**src/rtl/mem_port_arbiter.sv**
```systemverilog
// Shares one byte-addressable memory port between instruction fetch and load/store.
// Define MEM_ARB_PERF_CNT_EN to add grant/conflict performance counters.
module mem_port_arbiter #(
    parameter int unsigned MEM_SIZE = 4096
) (
    input  logic        clk,
    input  logic        reset,
    input  logic        if_req_valid,
    output logic        if_req_ready,
    input  logic [31:0] if_addr,
    output logic        if_resp_valid,
    input  logic        if_resp_ready,
    output logic [31:0] if_resp_data,
    output logic        if_resp_err,
    input  logic        ls_req_valid,
    output logic        ls_req_ready,
    input  logic [31:0] ls_addr,
    input  logic        ls_we,
    input  logic [2:0]  ls_funct3,
    input  logic [31:0] ls_wdata,
    output logic        ls_resp_valid,
    input  logic        ls_resp_ready,
    output logic [31:0] ls_resp_data,
    output logic        ls_resp_err,
    output logic [31:0] mem_address,
    output logic [31:0] mem_data_in,
    output logic [3:0]  mem_read_byte_en,
    output logic [3:0]  mem_write_byte_en,
    input  logic [31:0] mem_data_out
`ifdef MEM_ARB_PERF_CNT_EN
    ,
    output logic [31:0] perf_if_grants,
    output logic [31:0] perf_ls_grants,
    output logic [31:0] perf_conflicts
`endif
);

    typedef enum logic [1:0] {
        IDLE   = 2'd0,
        ACCESS = 2'd1,
        RESP   = 2'd2
    } state_t;

    state_t      state, state_n;
    logic        last_ls, own_ls, we_q, err_q;
    logic [2:0]  f3_q;
    logic [31:0] addr_q, wdata_q, rdata_q;

    logic        in_idle, in_acc, in_resp;
    logic        gnt_if, gnt_ls, st, bad;
    logic [3:0]  en;
    logic [2:0]  sz;
    logic [32:0] end_addr;
    logic [31:0] ld;

    assign in_idle = reset && (state == IDLE);
    assign in_acc  = reset && (state == ACCESS);
    assign in_resp = reset && (state == RESP);

    // Round-robin: on a tie the requester not granted last time wins
    assign gnt_if = in_idle && if_req_valid && (!ls_req_valid || last_ls);
    assign gnt_ls = in_idle && ls_req_valid && !gnt_if;
    assign st     = own_ls && we_q;

    always_comb begin
        en  = 4'b0000;
        sz  = 3'd0;
        bad = 1'b0;
        if (!own_ls) begin
            en = 4'b1111;
            sz = 3'd4;
        end else begin
            case (f3_q)
                3'b000, 3'b100: begin
                    en = 4'b0001;
                    sz = 3'd1;
                end
                3'b001, 3'b101: begin
                    en = 4'b0011;
                    sz = 3'd2;
                end
                3'b010: begin
                    en = 4'b1111;
                    sz = 3'd4;
                end
                default: bad = 1'b1;
            endcase
            if (we_q && f3_q[2])
                bad = 1'b1;
        end
        end_addr = {1'b0, addr_q} + 33'(sz);
        if (sz == 3'd2 && addr_q[0])
            bad = 1'b1;
        if (sz == 3'd4 && addr_q[1:0] != 2'b00)
            bad = 1'b1;
        if (end_addr > 33'(MEM_SIZE))
            bad = 1'b1;
    end

    always_comb begin
        ld = mem_data_out;
        case (sz)
            3'd1: ld = f3_q[2] ? {24'b0, mem_data_out[7:0]}
                               : {{24{mem_data_out[7]}}, mem_data_out[7:0]};
            3'd2: ld = f3_q[2] ? {16'b0, mem_data_out[15:0]}
                               : {{16{mem_data_out[15]}}, mem_data_out[15:0]};
            default: ld = mem_data_out;
        endcase
    end

    assign mem_address       = in_acc ? addr_q : 32'b0;
    assign mem_read_byte_en  = (in_acc && !bad && !st) ? en : 4'b0000;
    assign mem_write_byte_en = (in_acc && !bad && st) ? en : 4'b0000;
    assign mem_data_in       = (in_acc && !bad && st) ? wdata_q : 32'b0;

    assign if_req_ready  = gnt_if;
    assign ls_req_ready  = gnt_ls;
    assign if_resp_valid = in_resp && !own_ls;
    assign ls_resp_valid = in_resp && own_ls;
    assign if_resp_data  = if_resp_valid ? rdata_q : 32'b0;
    assign ls_resp_data  = ls_resp_valid ? rdata_q : 32'b0;
    assign if_resp_err   = if_resp_valid && err_q;
    assign ls_resp_err   = ls_resp_valid && err_q;

    always_comb begin
        state_n = state;
        case (state)
            IDLE:   if (gnt_if || gnt_ls) state_n = ACCESS;
            ACCESS: state_n = RESP;
            RESP:   if (own_ls ? ls_resp_ready : if_resp_ready) state_n = IDLE;
            default: state_n = IDLE;
        endcase
    end

    always_ff @(posedge clk) begin
        if (!reset) begin
            state   <= IDLE;
            last_ls <= 1'b1;
            own_ls  <= 1'b0;
            we_q    <= 1'b0;
            f3_q    <= 3'b000;
            addr_q  <= 32'b0;
            wdata_q <= 32'b0;
            rdata_q <= 32'b0;
            err_q   <= 1'b0;
        end else begin
            state <= state_n;
            if (gnt_if) begin
                own_ls  <= 1'b0;
                last_ls <= 1'b0;
                addr_q  <= if_addr;
                we_q    <= 1'b0;
                f3_q    <= 3'b010;
                wdata_q <= 32'b0;
            end else if (gnt_ls) begin
                own_ls  <= 1'b1;
                last_ls <= 1'b1;
                addr_q  <= ls_addr;
                we_q    <= ls_we;
                f3_q    <= ls_funct3;
                wdata_q <= ls_wdata;
            end
            if (state == ACCESS) begin
                rdata_q <= (bad || st) ? 32'b0 : ld;
                err_q   <= bad;
            end
        end
    end

`ifdef MEM_ARB_PERF_CNT_EN
    always_ff @(posedge clk) begin
        if (!reset) begin
            perf_if_grants <= 32'b0;
            perf_ls_grants <= 32'b0;
            perf_conflicts <= 32'b0;
        end else begin
            if (gnt_if)
                perf_if_grants <= perf_if_grants + 32'd1;
            if (gnt_ls)
                perf_ls_grants <= perf_ls_grants + 32'd1;
            if (in_idle && if_req_valid && ls_req_valid)
                perf_conflicts <= perf_conflicts + 32'd1;
        end
    end
`endif

endmodule

```
**config.mk**
```make
export PLATFORM = sky130hd
export DESIGN_NAME = mem_port_arbiter
export DESIGN_NICKNAME = d
export VERILOG_FILES = /design/src/rtl/mem_port_arbiter.sv
export SDC_FILE = /design/constraint.sdc
export NUM_CORES = 1
export LEC_CHECK = 0
export CORE_AREA = 8 8 187 118
export CTS_BUF_LIST = sky130_fd_sc_hd__clkbuf_16
export CTS_CLUSTER_SIZE = 8
export DETAILED_ROUTE_END_ITERATION = 12
export DIE_AREA = 0 0 195 126
export GPL_ROUTABILITY_DRIVEN = 0
export PLACE_DENSITY_LB_ADDON = 0.15
export SETUP_SLACK_MARGIN = 0.5
export SYNTH_ARGS = -nofsm -noshare
export SYNTH_HDL_FRONTEND = slang
export SYNTH_SLANG_ARGS = --single-unit
```
**constraint.sdc**
```tcl
create_clock -name clk -period 4 [get_ports clk]
set_input_delay 0.6 -clock clk [delete_from_list [all_inputs] [get_ports clk]]
set_output_delay 0.6 -clock clk [all_outputs]
set_load 0.1 [all_outputs]
```
After elaboration in Yosys (flattened, before gate mapping)
Index checks and enable logic that the tools add are counted.

$add $sub $neg: 1. Mux-type cells: 30. Equal/unequal tests: 11. Bitwise logic cells: 1. $lt $le $gt $ge: 1. Reduce and logical (&&, ||, !) cells: 35.

Operators with widths (number): 2-to-1 mux 32 bit (9); case mux 32 bit (2 select lines) (1); adder 32 x 3 -> 33 bit (1); > comparator 33 x 13 -> 1 bit (second input constant) (1); logical AND 1 bit (18); 2-to-1 mux 4 bit (3); case mux 4 bit (3 select lines) (1); equality test 3 bit (second input constant) (3); 2-to-1 mux 1 bit (9); case mux 3 bit (3 select lines) (1); 2-to-1 mux 2 bit (4); equality test 3 x 1 -> 1 bit (second input constant) (2); equality test 3 x 2 -> 1 bit (second input constant) (2); case mux 2 bit (3 select lines) (1); OR reduction 2 bit (3); zero test 1 bit (5); OR reduction 5 bit (1); != test 2 x 1 -> 1 bit (second input constant) (2); nonzero test 2 bit (2); zero test 3 bit (1); logical OR 1 bit (3); 2-to-1 mux 3 bit (1); equality test 2 x 1 -> 1 bit (second input constant) (1); equality test 2 bit (second input constant) (1); 3 further kinds (3).

Output and inout port bits: 142. Register bits: 105. Bits of input ports: 138. Word-level logic and storage cells: 89.

Depth between registers and ports, before layout
Gate-level depths: netlist (run 1).

Depth in word-level cells: 13. Mapped depth: 17. Gate-level depth less buffers: 13.

Worst setup path before layout (run 1)
Ideal clock, no wire load.

Path type: register to output. From: register own_ls. To: output mem_read_byte_en[3]. Path slack: -2530 ps. Data arrival time: 5930 ps. Required time: 3400 ps. Stages on the path, launching flop included: 16. Buffers on the path: 4. Cell sequence: dfxtp_1 -> nor2b_1 -> clkbuf_1 -> buf_1 -> nand2_1 -> inv_1 -> ha_1 -> a211oi_1 -> nor2_1 -> or2_2 -> a221oi_1 -> a31o_2 -> nand2_1 -> clkbuf_1 -> nor3_1 -> buf_4.

Word-level cells in the longest chain between the ends: 10.

Ends and longest elaborated chain: start: declaration (RTL line 45) `logic last_ls, own_ls, we_q, err_q;`; start signal: assignment (RTL line 139) `own_ls <= 1'b0;`; start signal: assignment (RTL line 149) `own_ls <= 1'b0;`; start signal: assignment (RTL line 156) `own_ls <= 1'b1;`; parallel branches: the longest is 9 deep, another holds adder 32 x 3 -> 33 bit; 2-to-1 mux 4 bit * (RTL line 112) `assign mem_read_byte_en = (in_acc && !bad && !st) ? en : 4'b0000;`; end: declaration (RTL line 27) `output logic [3:0] mem_read_byte_en,`.

Every way passes the cells marked *.

Worst setup path after layout (run 1)
From: register f3_q[1]. To: output mem_data_in[12].

Word-level cells in the longest chain between the ends: 13.

Ends and longest elaborated chain: start: declaration (RTL line 46) `logic [2:0] f3_q;`; start signal: assignment (RTL line 160) `f3_q <= ls_funct3;`; parallel branches: the longest is 8 deep, another holds adder 32 x 3 -> 33 bit; 2-to-1 mux 1 bit * (RTL line 96) `if (end_addr > 33'(MEM_SIZE))`; zero test 1 bit * (RTL line 114) `assign mem_data_in = (in_acc && !bad && st) ? wdata_q : 32'b0;`; logical AND 1 bit * (2 in a row) (RTL line 114); 2-to-1 mux 32 bit * (RTL line 114); end: declaration (RTL line 26) `output logic [31:0] mem_data_in,`.

Marked as above.

==> impl.org, run 1 <==
** Hold path
- Class of the worst hold path :: flip-flop to flip-flop
- The worst hold path passes through 2 cells.
- The worst hold path begins at wdata_q[4].
- Hold-critical path endpoint :: wdata_q[4]

** STA
- Setup repair after global routing could not meet its margin everywhere.
- Of the available clock period, the critical path in the final layout requires 104%.
- Measured slew at the worst slew-check pin :: between 0.9 and 1 ns
- Clock skew on the completed layout was measured at between 0.008 and 0.009 ns.
- Final number of max-transition violations :: 0
- Period minus WS final :: 4.15 ns
- Worst slew slack as a fraction of its limit :: 34.1%
- Across all setup checks in the final design, the least slack found is -0.152 ns.
- Across all hold checks on the routed design, the worst slack comes to ~0.46 ns.
- Setup violations remaining at the end of the flow were counted as 40.
- Timing would allow up to between 0.2 and 0.25 GHz.
- After routing, the total negative slack on setup checks comes to -4.75 ns.
- Final hold viol count :: 0

** Critical path
- The setup check on the worst reg-to-reg path leaves a slack of 0.72 ns.
- STA classifies the critical path startpoint as a flip-flop.
- STA classifies the critical path endpoint as an output port.
- WP buf/inv :: 5
- Critical path required time :: 3.40 ns
- In this run the critical register-to-register path is launched from f3_q[1].
- The kind of cell with the highest combined delay along the critical path is compound AO/OA/AOI/OAI gates.
- Count of cells along the worst register-to-register path :: 13
- Data on the critical path arrives at its endpoint at ~3.6 ns.
- The critical path goes through nor2b_4, nand2_1, inv_1, ha_1, a211oi_4, buf_4, nor3_2, a211o_1, a221oi_2, a31o_2, nand4_4, buf_12, buf_4, nor2_4, buf_12.
- Slowest stage cell, crit path :: a211oi_4
- Delay of the slowest cell on the worst path :: a little under 0.4 ns
- Critical path start-end classification :: flip-flop to output port
- Of all nets on the critical path, the largest fanout is 7.
- Critical R2R Capture :: rdata_q[0]

** Clock network
- Clock Sinks :: 105
- CTS HTree Levels :: 3
- Total clock buffers created by CTS :: 9
- Root Buffer Master :: clkbuf_16
- Clock tree from TritonCTS :: done
- Buffers from clock root to sink, at most :: 2
- Clock transition time at the flip-flop clock pins of the worst setup and hold paths :: approximately 0.080 ns
- At the later pin of the worst-skew pair, clock insertion delay measures 0.35 ns.

** Route
- Drc violations :: 0
- Overall routed net length :: 25000 um
- Dividing the detail-routed wire length by the instance count gives about 18 um.
- Initial DRC Count :: about 360
- Post-detailed-route via-to-cell ratio :: 5.01
- Total vias in the final route :: 6913
- Once detail routing completed, the nets flagged for antenna violations numbered 0.
- The first detailed-routing pass ran for 5 iterations.

** Synth
- In the synthesized netlist, the number of instances is 849.
- Fraction of the mapped netlist area in compound gates :: about a fifth
- Of the total synthesized cell area, the portion taken by full adders, half adders and majority gates is less than 1%.
- Number of warning messages in the yosys log :: 0
- The synthesized netlist occupies a cell area of around 0.0061 sq mm.
- The number of nets in the synthesized netlist is 991.
- Part of the Yosys area used for sequential elements :: a little over a third
- In this run, synthesis produced a sequential element count of ~110.
- Of all flip-flops after synthesis, the portion carrying an async set or reset was 0%.
- Distinct cells, synth :: 56
- By area, the combinational part of the netlist is dominated by simple AND/OR/NAND/NOR gates.
- Most used DFF post-synth :: dfxtp_1
- Counting flops with a built-in enable in the synthesized netlist gives 0.
- In the synthesized netlist, mux cells make up 0.661% of the area.
- After Yosys synthesis, XOR and XNOR cells account for approximately 1.2% of the synthesized area.
- Summing the areas of all and, or, nand and nor instances in the mapped netlist gives between 30% and 40% of the synthesized area.
- The average instance in the mapped netlist occupies roughly 7.1 sq um.

** Status
- Failing checks :: setup timing
- Status :: finished with violations

** Placement
- Dpl cells :: roughly 1300
- Number of I/O port buffers :: 279
- Sum of net half-perimeters after detailed placement :: 18300 um

** GRT
- Number of global-route vias before repair :: approximately 6500
- The first global-routing pass estimated between 30000 and 40000 um of wire.
- Number of antenna violations at the first check in global routing :: 3
- met2 is the most crowded layer.
- For this run, global-route usage on met2 was measured as 28.4%.
- Pin count of the biggest net entering global routing :: 68
- Across every metal layer, demand over resource in global routing totals around 20%.
- Overflow left after global routing :: 0
- Global-route track usage on met1 :: between 20% and 30%
- In the global route stage, met3 resource usage came out at about 7.6%.

** Finish
- Fraction of layout instances using a drive strength above 1 :: roughly a quarter
- Area Overhead vs Synth :: 72.7%
- Nets :: ~1300
- Commonest non-fill, non-tap cells in the layout :: nand2_1, buf_4, clkdlybuf4s50_1
- Diodes inserted :: 0
- The library cell used most frequently in the layout, excluding fill and tap cells, is nand2_1.
- The finished layout holds 1381 standard cells, fillers aside.
- Number of inserted filler cells in the final layout :: ~1900
- Fraction of the core area covered by cells at the end of the flow :: a little over half

** Die
- X dimension of the die :: slightly below 200 um
- The die covers roughly 0.025 sq mm.
- Initial cell density of the core :: approximately 31%
- In this run the standard cell core region covers a little under 0.02 sq mm.
- The initialized floorplan defines 40 standard-cell rows.
- Top Ports :: 280
- Die Height :: around 130 um

** Run
- Number of violations of the max-capacitance limit :: 0

** Power
- For this design the static power due to leakage is about 4.3 nW.
- VDD sags by at most between 0.0002 and 0.0003 V.
- Pwr/cell area :: 294 mW/mm^2
- After layout, the design draws a total of around 3 mW.
synthesized netlist by cell type, types with 9 or more instances:
| cell type | n | area share [%] |
|---|---|---|
| nand2_1 | 188 | 12 |
| dfxtp_1 | 105 | 35 |
| and2_1 | 67 | 6.9 |
| nor2_1 | 61 | 3.8 |
| clkbuf_1 | 51 | 3.2 |
| inv_1 | 46 | 2.9 |
| a21oi_1 | 45 | 3.7 |
| nand3_1 | 38 | 3.1 |
| and3_1 | 32 | 3.3 |
| o211a_1 | 32 | 5.3 |
| o21ai_0 | 24 | 2.0 |
| o2111ai_1 | 19 | 2.7 |
| nand4_1 | 16 | 1.7 |
| o21ai_1 | 16 | 1.3 |
| nor3_1 | 15 | 1.2 |
| buf_1 | 9 | 0.56 |
per-stage QoR:
stage | cell area, sq um | setup slack (ns)
4_1_cts | 10300 | -0.175
5_1_grt | 10500 | -0.340
3_3_place_gp | 9690 | 0.167
3_5_place_dp | 9690 | 0.0430
2_1_floorplan | 6410 | -0.546
6_report | 10500 | -0.152
registers in the layout, indices dropped and copies added (netlist names):
signal,cells
rdata_q,32
own_ls,1
we_q,1
err_q,1
state,2
last_ls,1
wdata_q,32
f3_q,3
addr_q,32
where the power goes:
group / leakage (nW) / switching, mW / internal [mW]
sequential: 0.856 / 0.0855 / 1.11
clock: 0.158 / 0.443 / 0.556
combinational: 3.29 / 0.509 / 0.366
total: 4.31 / 1.04 / 2.04
worst register-to-register path, stage by stage (launching register included):
cell	delay (ns)
dfxtp_4	0.38
inv_1	0.04
o31a_1	0.28
inv_1	0.11
ha_4	0.23
nor2b_4	0.16
buf_4	0.14
o21ai_2	0.26
nor3_1	0.10
or3_1	0.39
a31o_2	0.24
nand2_1	0.26
buf_4	0.38
o21ai_0	0.17
cell type report:
class	count	area [sq um]	area share, %
Tap cell	252	315	3.01
Multi-Input combinational cell	627	4010	38.3
Clock inverter	7	98.8	0.945
Clock buffer	9	225	2.15
Sequential cell	105	2110	20.1
Inverter	46	179	1.71
Timing Repair Buffer	335	3530	33.7
worst max-delay path by stage:
| stage | depth (start not counted) | end | startpoint | slack, ns |
|---|---|---|---|---|
| floorplan | 17 | mem_read_byte_en[3] | own_ls | -0.55 |
| global placement | 15 | mem_data_in[8] | f3_q[1] | 0.17 |
| detailed placement | 17 | mem_data_in[16] | own_ls | 0.04 |
| CTS | 18 | mem_write_byte_en[0] | own_ls | -0.17 |
| global route | 15 | mem_data_in[12] | f3_q[1] | -0.34 |
| finish | 15 | mem_data_in[12] | f3_q[1] | -0.15 |
what timing repair did:
item                                    CTS  global route
pin swaps                                12            10
gates resized for setup                  25            22
setup buffers                            13             5
hold buffers                              0             0
cloned                                    2             0
endpoints found under the hold margin     0             0
endpoints found under the setup margin   40            53
routing by layer:
metal / up-vias / routed length, um
met4: 6 / 221
met3: 26 / 2250
met5: - / 35
met1: 3204 / 11900
li1: 3443 / -
met2: 234 / 10600
logic make-up (layout without fill, tap and decap cells):
logic type,Yosys count,in the layout
adder cells (fa/ha/maj),4,4
flip-flops,105,105
buffers and inverters,117,397
XOR/XNOR,8,8
multiplexers,4,4
AND/OR/NAND/NOR,444,444
AO/OA/AOI/OAI,167,167
(Power assumes the default switching activity.)
==> run 2: changes to the inputs <==
==> constraint.sdc (replaced) <==
create_clock -name clk -period 4 [get_ports clk]
set_input_delay 1 -clock clk [delete_from_list [all_inputs] [get_ports clk]]
set_output_delay 1 -clock clk [all_outputs]
set_load 0.1 [all_outputs]
==> run 2 against run 1 <==
Net effect: the flow still finishes with violations (setup timing); clock skew increased by 0.0058 ns; non-clock buffer count is 25 higher; cell area up 12%; via count is 0.77% higher; clock-buffer cell count unchanged; utilization up 6.3 points; highest routed layer unchanged; critical path type unchanged.
==> impl.org, run 2 (synthesis results as in run 1) <==
** STA
- Setup repair after global routing could not meet its margin everywhere.
- Period minus WS final :: between 4 and 5 ns
- Worst slew slack as a fraction of its limit :: between 40% and 50%
- Measured slew at the worst slew-check pin :: approximately 0.89 ns
- Final hold viol count :: 0
- Total setup violations reported at the end of the flow :: 40
- The final critical path takes up 113% of the cycle.
- Clock skew on the completed layout was measured at 0.0144 ns.
- Worst hold margin :: about 0.46 ns
- Timing would allow up to 0.221 GHz.
- Final number of max-transition violations :: 0
- Final WS setup :: -0.519 ns

** Placement
- Once placement completed, the tool counted placed cells totaling about 1400.
- Sum of net half-perimeters after detailed placement :: ~19000 um
- Instance area at placement :: around 0.011 sq mm
- Number of I/O port buffers :: around 280

** Critical path
- Largest driver fanout on the critical path :: 7
- For the worst setup path, the data required time is about 3.0 ns.
- By startpoint and endpoint, the worst setup path is classified as flip-flop to output port.
- Tracing the worst setup path back leads to its startpoint at f3_q[0].
- The worst setup path is launched from a flip-flop.
- FF-to-FF Start :: f3_q[0]
- Endpoint kind of the worst setup timing path :: output port
- Data arrives at the worst endpoint at 3.52 ns.

** Finish
- Post-route design area :: 0.0117 sq mm
- The post-route netlist has around a third of its cells at a drive strength greater than 1.
- Nets :: 1291
- Largest regs :: addr_q x32, rdata_q x32, wdata_q x32
- Relative to the synthesized area, the layout overhead comes to 93.0%.
- Diodes inserted :: 0
- Commonest non-fill, non-tap cell in the layout :: nand2_1
- Cells fill 60.2% of the core in the end.
- Commonest non-fill, non-tap cells in the layout :: nand2_1, clkdlybuf4s50_1, buf_12
- Non-filler instance count after layout :: 1406

** Route
- Drt pass-1 iters :: 4
- For this run, design rule violations remaining after detail routing come to 0.
- Overall routed net length :: ~26000 um
- Residual antenna-violating net count after detailed routing :: 0
- Routed wire per std cell :: around 18 um
- Post-detailed-route via-to-cell ratio :: 4.95
- Initial DRC Count :: roughly 480
- Total vias in the final route :: 6966

** Die
- For this configuration, the core starts out at a cell density of a little under a third.
- In this run the vertical extent of the chip is around 130 um.
- Floorplan row count :: 40
- During I/O placement, the number of pins put on the boundary was between 200 and 300.
- Die area :: around 0.025 sq mm
- In this run the standard cell core region covers between 0.015 and 0.02 sq mm.
- From left edge to right edge, the die measures ~200 um.

** GRT
- Pin count of the biggest net entering global routing :: 68
- Wire length of the first global-routing pass :: roughly 40000 um
- Summed over all layers, the global routing overflow is 0.
- The number of antenna violations at the first check in global routing came to 1.
- Tot GR Track Use :: 19.8%
- Number of global-route vias before repair :: a little under 7000

** Clock network
- TritonCTS built the clock tree.
- Clock-pin slew was measured on the worst setup and hold paths at roughly 0.07 ns.
- Cts-stage hold buffer count :: 0
- The clock passes through at most 2 buffers.
- The tree built by TritonCTS fans out to 105 sinks.
- CTS HTree Levels :: 3
- In this run the clock root is driven by a clkbuf_16.
- TritonCTS created 9 clock buffers.
- The clock reaches the later pin of the worst-skew pair after ~0.35 ns.

** Power
- Power comes to 3.06 mW.
- Summed over all cells, the static leakage comes to between 4 and 5 nW.
- Across the VDD grid, the largest voltage drop is slightly below 0.0002 V.
- Power spread over the standard cell area amounts to about 260 mW/mm^2.

** Run
- Number of violations of the max-capacitance limit :: 0

** Hold path
- Class of the worst hold path :: flip-flop to flip-flop
- The startpoint identified for the worst hold timing path is wdata_q[31].

** Status
- The flow ran to the end, but the final reports show violations.
- The checks that failed: setup timing.
run 2: cell count changes in the layout (fill, tap and decap cells not counted), sizes merged:
cell	delta
inv	-1
buf	+23
clkinvlp	+1
bufinv	-1
clkinv	+1
clkbuf	+2
run 2: where the power goes:
| part | leakage (nW) | switching, mW | internal (mW) |
|---|---|---|---|
| Combinational | 3.66 | 0.539 | 0.408 |
| Clock | 0.151 | 0.442 | 0.493 |
| Sequential | 0.857 | 0.0664 | 1.11 |
| Total | 4.67 | 1.05 | 2.01 |
run 2: through the flow:
step	setup TNS (ns)	setup WS, ns
floorplan	-19.30	-0.946
finish	-19.11	-0.519
global route	-23.97	-0.659
global placement	-6.57	-0.199
CTS	-16.39	-0.451
detailed placement	-9.38	-0.283
run 2: cell type report:
cell class | count | area [sq um]
fill | 1713 | 7730
timing repair buffer | 360 | 4680
multi-input combinational | 627 | 4100
sequential | 105 | 2110
tap | 252 | 315
clock buffer | 9 | 225
inverter | 46 | 183
clock inverter | 7 | 75.1
run 2: layer usage:
metal / share of wire (%) / track usage (%)
met1: 49 / 28.2
met2: 42 / 28.6
met3: 7.3 / 6.70
met4: 1.1 / 3.51
met5: 0.051 / 0
run 2: final timing paths:
kind / end / slack [ns] / cells past startpoint
max: mem_write_byte_en[1] / -0.52 / 17
min: wdata_q[31] / 0.46 / 2
max reg2reg: err_q / 0.67 / 17
min reg2reg: wdata_q[31] / 0.46 / 2
run 2: repair_timing:
action / 4_1_cts / 5_1_grt
resized for setup: 17 / 33
endpoints found under the setup margin: 41 / 46
pin swaps: 2 / 15
buffers inserted: 8 / 5
cloned: 0 / 2
run 2: critical path, cell delays in order, from the launching register on:
cell	delay, ns
dfxtp_2	0.34
buf_6	0.12
nand2b_4	0.15
inv_4	0.05
ha_4	0.12
inv_2	0.04
fa_2	0.39
nor2b_4	0.24
o2111a_1	0.21
nor4b_2	0.20
o22ai_1	0.13
a221oi_2	0.21
buf_4	0.17
nand4_4	0.14
buf_12	0.19
buf_4	0.14
nor2_4	0.12
buf_12	0.18
==> run 3: changes to the inputs <==
--- a/config.mk
+++ b/config.mk
@@ -11,6 +11,7 @@
 export DETAILED_ROUTE_END_ITERATION = 12
 export DIE_AREA = 0 0 195 126
 export GPL_ROUTABILITY_DRIVEN = 0
+export MAX_ROUTING_LAYER = met4
 export PLACE_DENSITY_LB_ADDON = 0.15
 export SETUP_SLACK_MARGIN = 0.5
 export SYNTH_ARGS = -nofsm -noshare
==> constraint.sdc (replaced) <==
create_clock -name clk -period 4.3 [get_ports clk]
set_input_delay 1.075 -clock clk [delete_from_list [all_inputs] [get_ports clk]]
set_output_delay 1.075 -clock clk [all_outputs]
set_load 0.1 [all_outputs]
==> run 3 against run 2 <==
Net effect: final cell count fell by 1.9%; the flow still finishes with violations (setup timing); total power shrank 6.1%; global-route usage up 0.52 points; clock-buffer cell count stayed put; utilization decreased by 2.4 points; setup slack improved by 0.30 ns.
==> impl.org, run 3 (synthesis results as in run 1) <==
** Critical path
- Worst path top cell family by delay :: compound AO/OA/AOI/OAI gates
- Delay of the slowest cell on the worst path :: 0.38 ns
- Endpoint kind of the worst setup timing path :: output port
- In this run the worst setup path begins at f3_q[1].
- Slowest stage cell, crit path :: dfxtp_4
- The critical path goes through inv_1, o31a_1, inv_1, ha_4, nor2b_4, o21ai_1, a211oi_1, or3_1, a31o_2, nand4_4, buf_12, clkinvlp_4, buf_12.
- Largest driver fanout on the critical path :: 20
- The critical path is of the flip-flop to output port type.
- WP buf/inv :: 5
- FF-to-FF Start :: f3_q[1]
- STA puts the critical path data required time at around 3.2 ns.
- STA classifies the critical path startpoint as a flip-flop.
- For the worst setup path, the data arrival time is around 3.5 ns.

** Finish
- Commonest non-fill, non-tap cells in the layout :: nand2_1, clkdlybuf4s50_1, buf_12
- The filler cells instantiated in the layout total roughly 1800.
- In the final layout, the multi-input gates occupy just over 0.004 sq mm.
- Fraction of layout instances using a drive strength above 1 :: 29.4%
- Commonest non-fill, non-tap cell in the layout :: nand2_1
- In the final layout, the registers with the most flip-flops are addr_q x32, rdata_q x32, wdata_q x32.
- With fillers left out, the area of the finished cells amounts to roughly 0.011 sq mm.
- Sequential standard cell area :: between 0.002 and 0.0025 sq mm
- Area Overhead vs Synth :: 85.4%
- In the final design database the tool counted 1262 nets.

** Status
- The flow ran to the end, but the final reports show violations.
- The checks that failed: setup timing.

** Die
- Initial cell density of the core :: roughly 31%
- X dimension of the die :: between 150 and 200 um
- The core region is ~0.02 sq mm.
- For this design the top-level I/O count stands at 280.
- Die area :: 0.0246 sq mm
- Floorplan row count :: 40
- The die is roughly 130 um tall.

** Route
- After detailed routing, the total wire length is between 20000 and 30000 um.
- Once detail routing completed, the nets flagged for antenna violations numbered 0.
- Initial DRC Count :: 551
- Dividing the detail-routed wire length by the instance count gives approximately 18 um.
- Post-detailed-route via-to-cell ratio :: 5.01
- Total vias in the final route :: between 6000 and 7000
- Drc violations :: 0
- Drt pass-1 iters :: 4

** Placement
- After legalization and detailed placement, the total HPWL measured between 15000 and 20000 um.
- Instance area at placement :: about 0.011 sq mm
- Prior to clock tree synthesis, the placed netlist has a worst setup slack of -0.199 ns.
- The count of buffers added on input and output ports is between 200 and 300.

** Clock network
- Cts-stage hold buffer count :: 0
- Root Buffer Master :: clkbuf_16
- Buffers from clock root to sink, at most :: 2
- In this run the number of H-tree levels came out at 3.
- TritonCTS built the clock tree.
- Counting the buffers created by CTS gives 9.
- Clk Latency, worst-skew pair :: 0.35 ns
- After clock tree synthesis, the clock-pin slew on the worst setup and hold paths is 0.08 ns.
- Clock Sinks :: 105

** STA
- Counting I/O delays and the setup requirement, the final critical path takes around 4.5 ns.
- Final WS setup :: -0.223 ns
- Maximum operating frequency :: 0.221 GHz
- In this run the tightest slew margin relative to its limit is 39.7%.
- Final number of max-transition violations :: 0
- Across the routed clock network, the largest skew measured is between 0.006 and 0.007 ns.
- Hold is met by 0.459 ns.
- Final hold viol count :: 0
- At the pin with the least slew margin, the transition time is 0.902 ns.
- Setup violations remaining at the end of the flow were counted as 40.
- Dividing the final minimum period by the clock period gives 105%.
- Unrepaired setup endpoints after global routing :: true
- Setup total negative slack on the finished layout was measured at -5.90 ns.

** GRT
- The first global-routing pass estimated roughly 40000 um of wire.
- In the global route stage, overall resource usage came out at 20.3%.
- The number of antenna violations at the first check in global routing is 2.
- Number of global-route vias before repair :: 6806
- Pin count of the biggest net entering global routing :: a little under 70
- After global routing the overflow that remains totals 0.

** Run
- Number of violations of the max-capacitance limit :: 0

** Power
- Leak :: about 4.4 nW
- For this design the ratio of total power to cell area is ~260 mW/mm^2.
- Worst VDD drop :: about 0.00021 V

** Hold path
- Class of the worst hold path :: flip-flop to flip-flop
- Worst hold path startpoint :: wdata_q[4]
[run 3: cell types whose count changed in the layout (fill, tap and decap cells not counted), sizes merged]
cell      previous run  this run
clkinvlp             2         3
clkbuf              11         9
diode                0         2
buf                222       195
inv                 47        48
bufinv               1         2
clkinv               3         0
[run 3: layout make-up]
cell class / instances / area share [%]
Antenna cell: 2 / 0.0446
Multi-Input combinational cell: 627 / 35.9
Timing Repair Buffer: 331 / 37.9
Tap cell: 252 / 2.81
Sequential cell: 105 / 18.8
Clock inverter: 7 / 0.958
Inverter: 46 / 1.63
Clock buffer: 9 / 2.01
[run 3: final timing paths]
check	endpoint	slack [ns]	depth (start not counted)
max	mem_write_byte_en[0]	-0.22	13
min	wdata_q[4]	0.46	2
max reg2reg	err_q	1.10	15
min reg2reg	wdata_q[4]	0.46	2
[run 3: tightest hold or removal path: stages (launching register included)]
cell     delay (ns)
dfxtp_1        0.31
nand2_1        0.05
a21oi_1        0.05
[run 3: per-stage QoR]
step / power, mW / std cells / util [%]
finish: 2.87 / 1379 / 57.8
global route: 3.02 / 1379 / 57.8
CTS: 2.89 / 1375 / 57.3
detailed placement: 1.93 / 1353 / 55.0
global placement: 1.92 / 1353 / 55.0
floorplan: 1.60 / 849 / -
[run 3: routing by layer]
layer | global-route usage (%) | wire length (um)
met2 | 30.2 | 10900
met4 | 2.18 | 98
met3 | 6.36 | 1820
met1 | 27.5 | 12200
met5 | - | 0
[run 3: repair_timing]
action | CTS | global route
gates resized for setup | 19 | 14
pin swaps | 5 | 2
endpoints found under the hold margin | 0 | 0
setup endpoints to repair | 40 | 40
buffers inserted | 6 | 2
[run 3: where the power goes]
| group | switching (mW) | leakage, nW | internal, mW |
|---|---|---|---|
| registers | 0.0735 | 0.856 | 1.04 |
| logic | 0.482 | 3.42 | 0.349 |
| clock network | 0.409 | 0.160 | 0.524 |
